===== config.mk =====
export PLATFORM = sky130hd
export DESIGN_NAME = pump_duty_meter
export DESIGN_NICKNAME = d
export VERILOG_FILES = /design/src/rtl/pump_duty_meter.sv
export SDC_FILE = /design/constraint.sdc
export NUM_CORES = 1
export LEC_CHECK = 0
export ABC_CLOCK_PERIOD_IN_PS = 4350
export BUFFER_PORTS_ARGS = -buffer_cell sky130_fd_sc_hd__buf_2
export CORE_UTILIZATION = 60
export CTS_CLUSTER_DIAMETER = 60
export CTS_CLUSTER_SIZE = 10
export DETAILED_ROUTE_END_ITERATION = 10
export PLACE_DENSITY = 0.87
export SLEW_MARGIN = 20
export SYNTH_ARGS = -nofsm -noshare
export SYNTH_HDL_FRONTEND = slang
export SYNTH_SLANG_ARGS = --single-unit

===== constraint.sdc =====
create_clock -name clk_in -period 4.35 [get_ports clk_in]
set_clock_uncertainty 0.05 [all_clocks]
set_input_delay 0 -clock clk_in [delete_from_list [all_inputs] [get_ports clk_in]]
set_output_delay 0 -clock clk_in [all_outputs]
set_load 0.05 [all_outputs]

===== src/rtl/pump_duty_meter.sv =====
// rtl/pump_duty_meter.sv - recovers the PWM duty word from the dithered pump bitstream
// Counts synchronized high samples over a fixed window and reports value, delta, edges and lock.
module pump_duty_meter #(
  parameter int WINDOW       = 60000,
  parameter int STABLE_TOL   = 2,
  parameter int STABLE_COUNT = 10
) (
  input  logic               clk_in,
  input  logic               rst_in,
  input  logic               pump_in,
  input  logic               enable,
  output logic [15:0]        recovered_pwm,
  output logic signed [16:0] delta,
  output logic [15:0]        edge_count,
  output logic               duty_valid,
  output logic               locked
);

  localparam int              SCW         = $clog2(STABLE_COUNT + 1);
  localparam logic [15:0]     LAST_SAMPLE = 16'(WINDOW - 1);
  localparam logic [SCW-1:0]  STABLE_MAX  = SCW'(STABLE_COUNT);
  localparam logic [16:0]     TOL         = 17'(STABLE_TOL);

  typedef enum logic [1:0] {
    S_IDLE    = 2'd0,
    S_MEASURE = 2'd1,
    S_PUBLISH = 2'd2
  } state_t;

  state_t r_state;
  state_t w_next;

  logic               r_pump_m;
  logic               r_pump_s;
  logic               r_pump_d;
  logic [15:0]        r_sample_cnt;
  logic [15:0]        r_high_cnt;
  logic [15:0]        r_edge_cnt;
  logic [15:0]        r_prev;
  logic [SCW-1:0]     r_stable_cnt;
  logic               r_have_prev;
  logic [15:0]        r_recovered;
  logic [15:0]        r_edge_out;
  logic signed [16:0] r_delta;
  logic               r_duty_valid;
  logic               r_locked;

  logic               w_last;
  logic               w_rise;
  logic               w_stable_win;
  logic signed [16:0] w_diff;
  logic signed [16:0] w_delta;
  logic [16:0]        w_abs;
  logic [SCW-1:0]     w_stable_next;

  // pump_in is asynchronous: two flops for metastability, a third for edge detection
  always_ff @(posedge clk_in or posedge rst_in) begin
    if (rst_in) begin
      r_pump_m <= 1'b0;
      r_pump_s <= 1'b0;
      r_pump_d <= 1'b0;
    end else begin
      r_pump_m <= pump_in;
      r_pump_s <= r_pump_m;
      r_pump_d <= r_pump_s;
    end
  end

  always_ff @(posedge clk_in or posedge rst_in) begin
    if (rst_in) r_state <= S_IDLE;
    else        r_state <= w_next;
  end

  assign w_last = (r_sample_cnt == LAST_SAMPLE);
  assign w_rise = r_pump_s & ~r_pump_d;

  always_comb begin
    w_next = r_state;
    if (!enable) begin
      w_next = S_IDLE;
    end else begin
      case (r_state)
        S_IDLE:    w_next = S_MEASURE;
        S_MEASURE: if (w_last) w_next = S_PUBLISH;
        S_PUBLISH: w_next = S_MEASURE;
        default:   w_next = S_IDLE;
      endcase
    end
  end

  // The first window after IDLE has no reference, so its delta is forced to zero
  assign w_diff       = $signed({1'b0, r_high_cnt}) - $signed({1'b0, r_prev});
  assign w_delta      = r_have_prev ? w_diff : 17'sd0;
  assign w_abs        = w_delta[16] ? $unsigned(-w_delta) : $unsigned(w_delta);
  assign w_stable_win = r_have_prev && (w_abs <= TOL);

  always_comb begin
    w_stable_next = '0;
    if (w_stable_win) begin
      w_stable_next = (r_stable_cnt == STABLE_MAX) ? r_stable_cnt : r_stable_cnt + SCW'(1);
    end
  end

  always_ff @(posedge clk_in or posedge rst_in) begin
    if (rst_in) begin
      r_sample_cnt <= '0;
      r_high_cnt   <= '0;
      r_edge_cnt   <= '0;
      r_prev       <= '0;
      r_stable_cnt <= '0;
      r_have_prev  <= 1'b0;
      r_recovered  <= '0;
      r_edge_out   <= '0;
      r_delta      <= '0;
      r_duty_valid <= 1'b0;
      r_locked     <= 1'b0;
    end else begin
      r_duty_valid <= 1'b0;
      case (r_state)
        S_IDLE: begin
          r_sample_cnt <= '0;
          r_high_cnt   <= '0;
          r_edge_cnt   <= '0;
          r_stable_cnt <= '0;
          r_have_prev  <= 1'b0;
          r_locked     <= 1'b0;
        end
        S_MEASURE: begin
          r_sample_cnt <= r_sample_cnt + 16'd1;
          if (r_pump_s) r_high_cnt <= r_high_cnt + 16'd1;
          if (w_rise && (r_edge_cnt != 16'hFFFF)) r_edge_cnt <= r_edge_cnt + 16'd1;
          if (!enable) r_locked <= 1'b0;
        end
        S_PUBLISH: begin
          r_recovered  <= r_high_cnt;
          r_edge_out   <= r_edge_cnt;
          r_delta      <= w_delta;
          r_prev       <= r_high_cnt;
          r_have_prev  <= 1'b1;
          r_stable_cnt <= w_stable_next;
          r_locked     <= (w_stable_next == STABLE_MAX);
          r_duty_valid <= 1'b1;
          r_sample_cnt <= '0;
          r_high_cnt   <= '0;
          r_edge_cnt   <= '0;
        end
        default: begin
          r_sample_cnt <= '0;
          r_high_cnt   <= '0;
          r_edge_cnt   <= '0;
        end
      endcase
    end
  end

  assign recovered_pwm = r_recovered;
  assign delta         = r_delta;
  assign edge_count    = r_edge_out;
  assign duty_valid    = r_duty_valid;
  assign locked        = r_locked;

endmodule


Word-level counts from Yosys, hierarchy flattened

Cells that the tools add are included.

Register bits: 109
Bits of input ports: 4

Add/subtract/negate cells: 6
Bitwise operators: 2
Magnitude comparators: 1
Equality and inequality tests: 10
Reduce and logical (&&, ||, !) cells: 7
Mux-type cells: 17

Operator list:

| kind                  | number |
|---|---|
| $mux 16               | 5 |
| $add 16x1->16 const B | 3 |
| $mux 17               | 2 |
| $le 17x2->1 const B   | 1 |
| $neg 17->17           | 1 |
| $sub 16x16->17        | 1 |
| $eq 16x16->1 const B  | 1 |
| $ne 16x16->1 const B  | 1 |
| $eq 4x4->1 const B    | 2 |
| $mux 4                | 2 |
| $pmux 4 s2            | 1 |
| $ne 2x2->1 const B    | 3 |
| $add 4x1->4 const B   | 1 |
| $mux 2                | 2 |
| $pmux 2 s2            | 1 |
| $ne 3x3->1 const B    | 1 |
| $pmux 1 s3            | 1 |
| $reduce_bool 3->1     | 1 |
| $eq 2x1->1 const B    | 1 |
| $eq 2x2->1 const B    | 1 |
| $logic_and 1x1->1     | 2 |
| $logic_not 2->1       | 1 |
| $mux 1                | 2 |
| $pmux 1 s2            | 1 |
| 5 further kinds       | 5 |

Longest topological paths before layout

Gate-level depths: netlist of run 1.

Word-level depth: 9
Mapped depth: 15

Least setup slack after synthesis of run 1

Ideal clock, no wire load.

Path kind: register to register
From: register recovered_pwm[0] (netlist name)
To: register r_locked (netlist: locked)
Cell stages (with the launch flop): 14
Setup time: 0.092 ns
Setup slack: 0.490 ns
Arrival time: 3.718 ns
Data required time: 4.208 ns
Cells stage by stage: dfrtp_1 > ha_1 > fa_1 > nand2b_4 > a211o_1 > a31o_1 > or2_4 > o21ai_4 > o2111ai_2 > and3_1 > or4_4 > nor4_4 > nand3_2 > o31ai_2

RTL lines:

| what                 | line | source |
|---|---|---|
| to (signal assigned) | 141  | `r_locked <= (w_stable_next == STABLE_MAX);` |
| to (decl)            | 46   | `logic r_locked;` |

Final worst setup path of run 1

From: register r_high_cnt[0]
To: register r_locked (netlist: locked)

Word-level cells in the longest chain between the ends: 9

RTL lines:

| what                   | line | source |
|---|---|---|
| from (decl)            | 37   | `logic [15:0] r_high_cnt;` |
| from (signal assigned) | 130  | `if (r_pump_s) r_high_cnt <= r_high_cnt + 16'd1;` |
| $sub 16x16->17 (*)     | 92   | `assign w_diff = $signed({1'b0, r_high_cnt}) - $signed({1'b0, r_prev});` |
| $mux 17 (*)            | 93   | `assign w_delta = r_have_prev ? w_diff : 17'sd0;` |
| $neg 17->17            | 94   | `assign w_abs = w_delta[16] ? $unsigned(-w_delta) : $unsigned(w_delta);` |
| $mux 17 (*)            | 94   |  |
| $le 17x2->1 (*)        | 95   | `assign w_stable_win = r_have_prev && (w_abs <= TOL);` |
| $logic_and 1x1->1 (*)  | 95   |  |
| $mux 4 (*)             | 99   | `if (w_stable_win) begin` |
| $eq 4x4->1 (*)         | 141  |  |
| $pmux 1 s3 (*)         | 119  | `case (r_state)` |

Mark *: on every way between the ends. The rest lies on a longest branch, timed or not.
A chain may end at the register's enable or synchronous reset.

==> results_dict.tcl, run 1 <==
set metrics [dict create \
    grt_pass1_wl_mm 23.2 \
    synthCells 716 \
    overflow 0 \
    synth_top_area_share_pct 43.4 \
    dp_slack_ns 0.455 \
    h-tree-depth 3 \
    clock_tree.root_cell "clkbuf_8" \
    status "complete, no violations" \
    startpoint "r_high_cnt[0]" \
    start_util_pct 61.5 \
    power_frac_seq_pct 58.0 \
    place_congestion 0.877 \
    end_kind "flop" \
    async_flop_share_pct 100 \
    synth_cell_types 81 \
    yosys_warnings 0 \
    grt_use_total_pct 26.3 \
    power.internal_mw 1.33 \
    fmax_mhz 252 \
    synth_fp_nets 744 \
    grt_max_degree 77 \
    die_area_sq_um 10900 \
    num_io_pins 55 \
    clk-insertion-delay-late_ns 0.39 \
    p_leak_nw 3.29 \
    start_kind "flop" \
    worst_slack_ns 0.378 \
    fp.dieW_um 104 \
    cts_tree "built" \
    p_per_area_nw_per_um2 258 \
    r2r_slack_ns 0.38 \
    dr_total_vias 5246 \
    setup_viol 0 \
    hpwl_mm 9.68 \
    coreArea_sq_um 10200 \
    grt_pass1_vias 4936 \
    wl_per_cell_um 15.0 \
    share_comb_of_total_power_pct 5.3 \
    rsz0062_at_grt "false" \
    worstPathMaxFanout 7 \
    drc 0 \
    syn_area_per_cell_sq_um 8.78 \
    hold_start "pump_in" \
    cts_buffer_depth 2 \
    viasPerCell 5.82 \
    required_ns 4.61 \
    synth_top_cell_by_area "dfrtp_1" \
    antenna_found_initial 0 \
    ant_nets 0 \
    worst_r2r_startpoint "r_high_cnt[0]" \
    syn2layout_area_growth_pct 9.63 \
    first_pass_iters 5 \
    synth_area_sq_um 6290 \
    final-max-slew-violation-count 0 \
    cp.arrival_ns 4.23 \
    synth_edf_count 0 \
    p_clk_share_pct 36.8 \
    diodes 0 \
    hold_violations 0 \
    totalWireLength_mm 13.5 \
    fin_tns_setup_ns 0 \
    synthTopCellsByArea "dfrtp_1 (43%), nand2_1 (8.1%), ha_1 (4.6%), xor2_1 (4.2%), nor2_1 (3.9%)" \
    max-cap-violations 0 \
    worst_pin_slew_ns 0.937 \
    min_period_ns 3.97 \
    rows 37 \
    ir_drop_v 0.000197 \
    path_clk_slew_ns 0.11 \
    post-route-period-util_pct 91.3 \
    clkSinkCount 109 \
    numPortBuffers 54 \
    fin_nets 788 \
    ys_seq_area_share_pct 43.4 \
    cts_resized 0 \
    synth-main-ff-cell "dfrtp_1" \
    crit_type "reg2reg" \
    ys_ff_latch 109 \
    die_height_um 104 \
    hp-class "in2reg" \
    drtIter0Drc 385 \
    numCtsBuffers 9 \
    slew_headroom_pct 36.6 \
    drive_gt1_share_pct 14.2 \
    p_sw_mw 0.448 \
    swShare_pct 25.2 \
]
==> registers in the layout, summed over array words and instances, names as in the netlist, 2 cells and up <==
name,flops
r_edge_cnt,16
r_stable_cnt,4
edge_count,16
delta,17
r_sample_cnt,16
r_state,2
r_high_cnt,16
recovered_pwm,16
==> cell families (layout without fill, tap and decap cells) <==
group / Yosys count / in the layout / synth area share [%]
AND/OR/NAND/NOR: 317 / 317 / 24.5
AO/OA/AOI/OAI: 152 / 152 / 16.1
flip-flops: 109 / 109 / 43.4
buffers and inverters: 66 / 115 / 4.26
XOR/XNOR: 43 / 43 / 5.99
adder cells (fa/ha/maj): 24 / 24 / 4.89
multiplexers: 5 / 5 / 0.895
==> area by class of cell <==
| type | count | area, sq um |
|---|---|---|
| Clock inverter | 7 | 90.1 |
| Clock buffer | 9 | 124 |
| Tap cell | 136 | 170 |
| Sequential cell | 109 | 2730 |
| Fill cell | 817 | 3340 |
| Inverter | 35 | 134 |
| Timing Repair Buffer | 64 | 353 |
| Multi-Input combinational cell | 541 | 3300 |
==> cell usage after synthesis (3+ instances only) <==
cell / count
nor2_1: 66
nand3_1: 21
a31oi_1: 4
o21ai_1: 4
o21ai_0: 49
o21bai_1: 4
o211ai_1: 4
mux2i_1: 3
or2_2: 4
buf_2: 4
and4_1: 3
xnor2_1: 13
nand4_1: 13
nand3_2: 3
nand2b_1: 5
or3_1: 11
and2_1: 6
nor3_1: 13
and3_1: 11
ha_1: 23
a21oi_1: 36
o31ai_2: 3
inv_1: 35
o2111ai_1: 5
nor4_1: 4
a21o_1: 7
dfrtp_1: 109
xor2_1: 30
nand2_1: 136
clkbuf_1: 22
o31ai_1: 5
==> critical path, stage by stage (launching register included) <==
cell	delay, ns
dfrtp_1	0.41
inv_1	0.07
ha_1	0.21
fa_1	0.41
nand2b_4	0.19
a21oi_1	0.16
xor2_1	0.15
o31ai_1	0.52
nand4_1	0.24
o2111ai_1	0.31
o22ai_1	0.11
a311o_1	0.32
nor4_4	0.36
nand3_2	0.14
o31ai_2	0.23
==> per-layer routing <==
layer	up-vias	wire, um	global-route usage (%)
met2	133	6620	43.4
met4	0	206	7.45
met3	20	569	5.14
li1	2569	-	-
met5	-	0	0
met1	2524	6150	35.4
==> final timing paths <==
check / end / cells past startpoint
setup / recovery: locked / 14
hold / removal: r_pump_m / 2
setup reg to reg: locked / 14
hold reg to reg: r_pump_s / 0
max in group asynchronous: recovered_pwm[2] / 4
min in group asynchronous: r_sample_cnt[2] / 3
==> cell usage in the layout (no fill, tap or decap), types with 13 or more instances in the layout <==
master	n
nand2_1	136
dfrtp_1	109
nor2_1	66
buf_2	54
o21ai_0	49
a21oi_1	36
inv_1	34
xor2_1	30
ha_1	23
nand3_1	21
nand4_1	13
xnor2_1	13
nor3_1	13
==> through the flow <==
step | cells | total power [mW] | hold slack [ns] | utilization (%) | instance area (sq um)
2_1_floorplan | 716 | 1.12 | -0.0186 | - | 6290
3_3_place_gp | 882 | 1.14 | 0.0593 | 65.0 | 6650
3_5_place_dp | 882 | 1.14 | 0.0593 | 65.0 | 6650
4_1_cts | 901 | 1.79 | 0.175 | 67.4 | 6890
5_1_grt | 901 | 1.85 | 0.207 | 67.4 | 6890
6_report | 901 | 1.78 | 0.204 | 67.4 | 6890
==> power by group through the flow <==
| stage | sequential [mW] | combinational (mW) | clock, mW |
|---|---|---|---|
| after floorplan | 1.05 | 0.0708 | 0 |
| after global placement | 1.05 | 0.0885 | 0 |
| after detailed placement | 1.05 | 0.0917 | 0 |
| after CTS | 1.03 | 0.0943 | 0.671 |
| after global routing | 1.03 | 0.106 | 0.708 |
| final | 1.03 | 0.0935 | 0.653 |
==> what timing repair did <==
action / 4_1_cts / 5_1_grt
hold endpoints to repair: 79 / 0
buffers inserted: 0 / 0
hold buffers: 3 / 0
Power figures use the tool's default switching activity.
==> run 2: changes to the inputs <==
--- a/config.mk
+++ b/config.mk
@@ -7,11 +7,14 @@
 export LEC_CHECK = 0
 export ABC_CLOCK_PERIOD_IN_PS = 4350
 export BUFFER_PORTS_ARGS = -buffer_cell sky130_fd_sc_hd__buf_2
-export CORE_UTILIZATION = 60
+export CELL_PAD_IN_SITES_DETAIL_PLACEMENT = 2
+export CELL_PAD_IN_SITES_GLOBAL_PLACEMENT = 2
+export CORE_UTILIZATION = 37
 export CTS_CLUSTER_DIAMETER = 60
 export CTS_CLUSTER_SIZE = 10
 export DETAILED_ROUTE_END_ITERATION = 10
 export PLACE_DENSITY = 0.87
+export REMOVE_ABC_BUFFERS = 1
 export SLEW_MARGIN = 20
 export SYNTH_ARGS = -nofsm -noshare
 export SYNTH_HDL_FRONTEND = slang
==> results_dict.tcl, run 2 (same netlist as run 1, synthesis figures left out) <==
set metrics [dict create \
    cts_tree "built" \
    grt_pass1_wl_mm 31.1 \
    numPortBuffers 54 \
    r2r_slack_ns 0.23 \
    drtIter0Drc 172 \
    clock_tree.root_cell "clkbuf_16" \
    h-tree-depth 3 \
    clkSinkCount 109 \
    start_util_pct 37.9 \
    worst_slack_ns 0.228 \
    rsz0062_at_grt "false" \
    antenna_found_initial 0 \
    end_kind "flop" \
    drc 0 \
    hold_violations 0 \
    regToRegEndpoint "locked" \
    critical_path.endpoint "locked" \
    required_ns 4.57 \
    worst_pin_slew_ns 0.950 \
    viasPerCell 5.49 \
    die_height_um 132 \
    rows 47 \
    hpwl_mm 13.0 \
    setup_viol 0 \
    diodes 0 \
    totalWireLength_mm 18.2 \
    post-route-period-util_pct 94.8 \
    cp.arrival_ns 4.35 \
    first_pass_iters 4 \
    ant_nets 0 \
    min_period_ns 4.12 \
    ir_drop_v 0.000169 \
    dr_total_vias 5407 \
    status "complete, no violations" \
    dp_slack_ns 0.233 \
    num_io_pins 55 \
    wl_per_cell_um 18.5 \
    fin_tns_setup_ns 0 \
    grt_use_total_pct 22.1 \
    crit_type "reg2reg" \
    p_per_area_nw_per_um2 287 \
    path_clk_slew_ns 0.07 \
    p_total_mw 2.04 \
    overflow 0 \
    clk-insertion-delay-late_ns 0.36 \
    place_congestion 0.846 \
    worst_r2r_startpoint "r_high_cnt[0]" \
    numCtsBuffers 9 \
    startpoint "r_high_cnt[0]" \
    final_cell_mix "nand2_1 (136), dfrtp_1 (109), nor2_1 (66), buf_2 (54), o21ai_0 (49)" \
    drive_gt1_share_pct 14.3 \
    hp-class "in2reg" \
    cts_buffer_depth 2 \
    reg2reg_depth 13 \
    largest_reg_flops 17 \
    syn2layout_area_growth_pct 13.1 \
    worstPathMaxFanout 7 \
    start_kind "flop" \
    fp.dieW_um 132 \
    die_area_sq_um 17500 \
    final-max-slew-violation-count 0 \
    fin_nets 788 \
    p_leak_nw 3.34 \
    final_common_cell "nand2_1" \
    grt_max_degree 59 \
    coreArea_sq_um 16600 \
    fmax_mhz 243 \
    grt_pass1_vias 6121 \
    max-cap-violations 0 \
    slew_headroom_pct 35.7 \
]
run 2: worst min-delay path by stage:
stage | start | to | slack (ns) | cells after the start
after CTS | pump_in | r_pump_m | 0.22 | 2
after detailed placement | pump_in | r_pump_m | 0.06 | 1
after floorplan | pump_in | r_pump_m | -0.02 | 0
final | pump_in | r_pump_m | 0.23 | 2
after global placement | pump_in | r_pump_m | 0.06 | 1
after global routing | pump_in | r_pump_m | 0.25 | 2
run 2: metrics by stage:
step | instance area (sq um) | utilization (%) | hold slack [ns] | std cells
2_1_floorplan | 6150 | - | -0.0186 | 685
3_3_place_gp | 6760 | 40.7 | 0.0605 | 966
3_5_place_dp | 6760 | 40.7 | 0.0623 | 966
4_1_cts | 7110 | 42.9 | 0.221 | 984
5_1_grt | 7110 | 42.9 | 0.247 | 984
6_report | 7110 | 42.9 | 0.232 | 984
run 2: what timing repair did:
item	CTS	global route
hold endpoints to repair	61	0
gates resized for setup	0	1
endpoints found under the setup margin	0	1
hold buffers	3	0
setup buffers	0	0
run 2: final cells by class:
cell class              count  area, sq um
clock buffers              10          239
clock inverters             5         83.8
fillers                  1889         9470
inverters                  35          134
multi-input cells         541         3300
flip-flops and latches    109         2730
well taps                 220          275
repair buffers             64          353
run 2: critical path: stages, from the launching register on:
cell	delay, ns
dfrtp_1	0.43
inv_1	0.08
ha_1	0.23
fa_1	0.42
nand2b_4	0.21
a21oi_1	0.18
xor2_1	0.34
a21oi_2	0.16
mux2_4	0.33
o32a_1	0.30
or4_4	0.53
nor4_4	0.37
nand3_2	0.16
o31ai_2	0.24
run 2: where the power goes:
group	leakage, nW	internal [mW]	total, mW	switching (mW)
combinational	1.68	0.0299	0.0987	0.0688
clock	0.156	0.521	0.913	0.392
sequential	1.51	1.02	1.03	0.00999
total	3.34	1.57	2.04	0.471
run 2: per-layer routing:
layer	global-route usage [%]	vias up	part of all wire, %
met1	26.0	2763	44
met3	2.92	23	2.2
met4	8.11	0	1.9
met5	0	-	0
met2	40.9	66	52
li1	-	2555	-
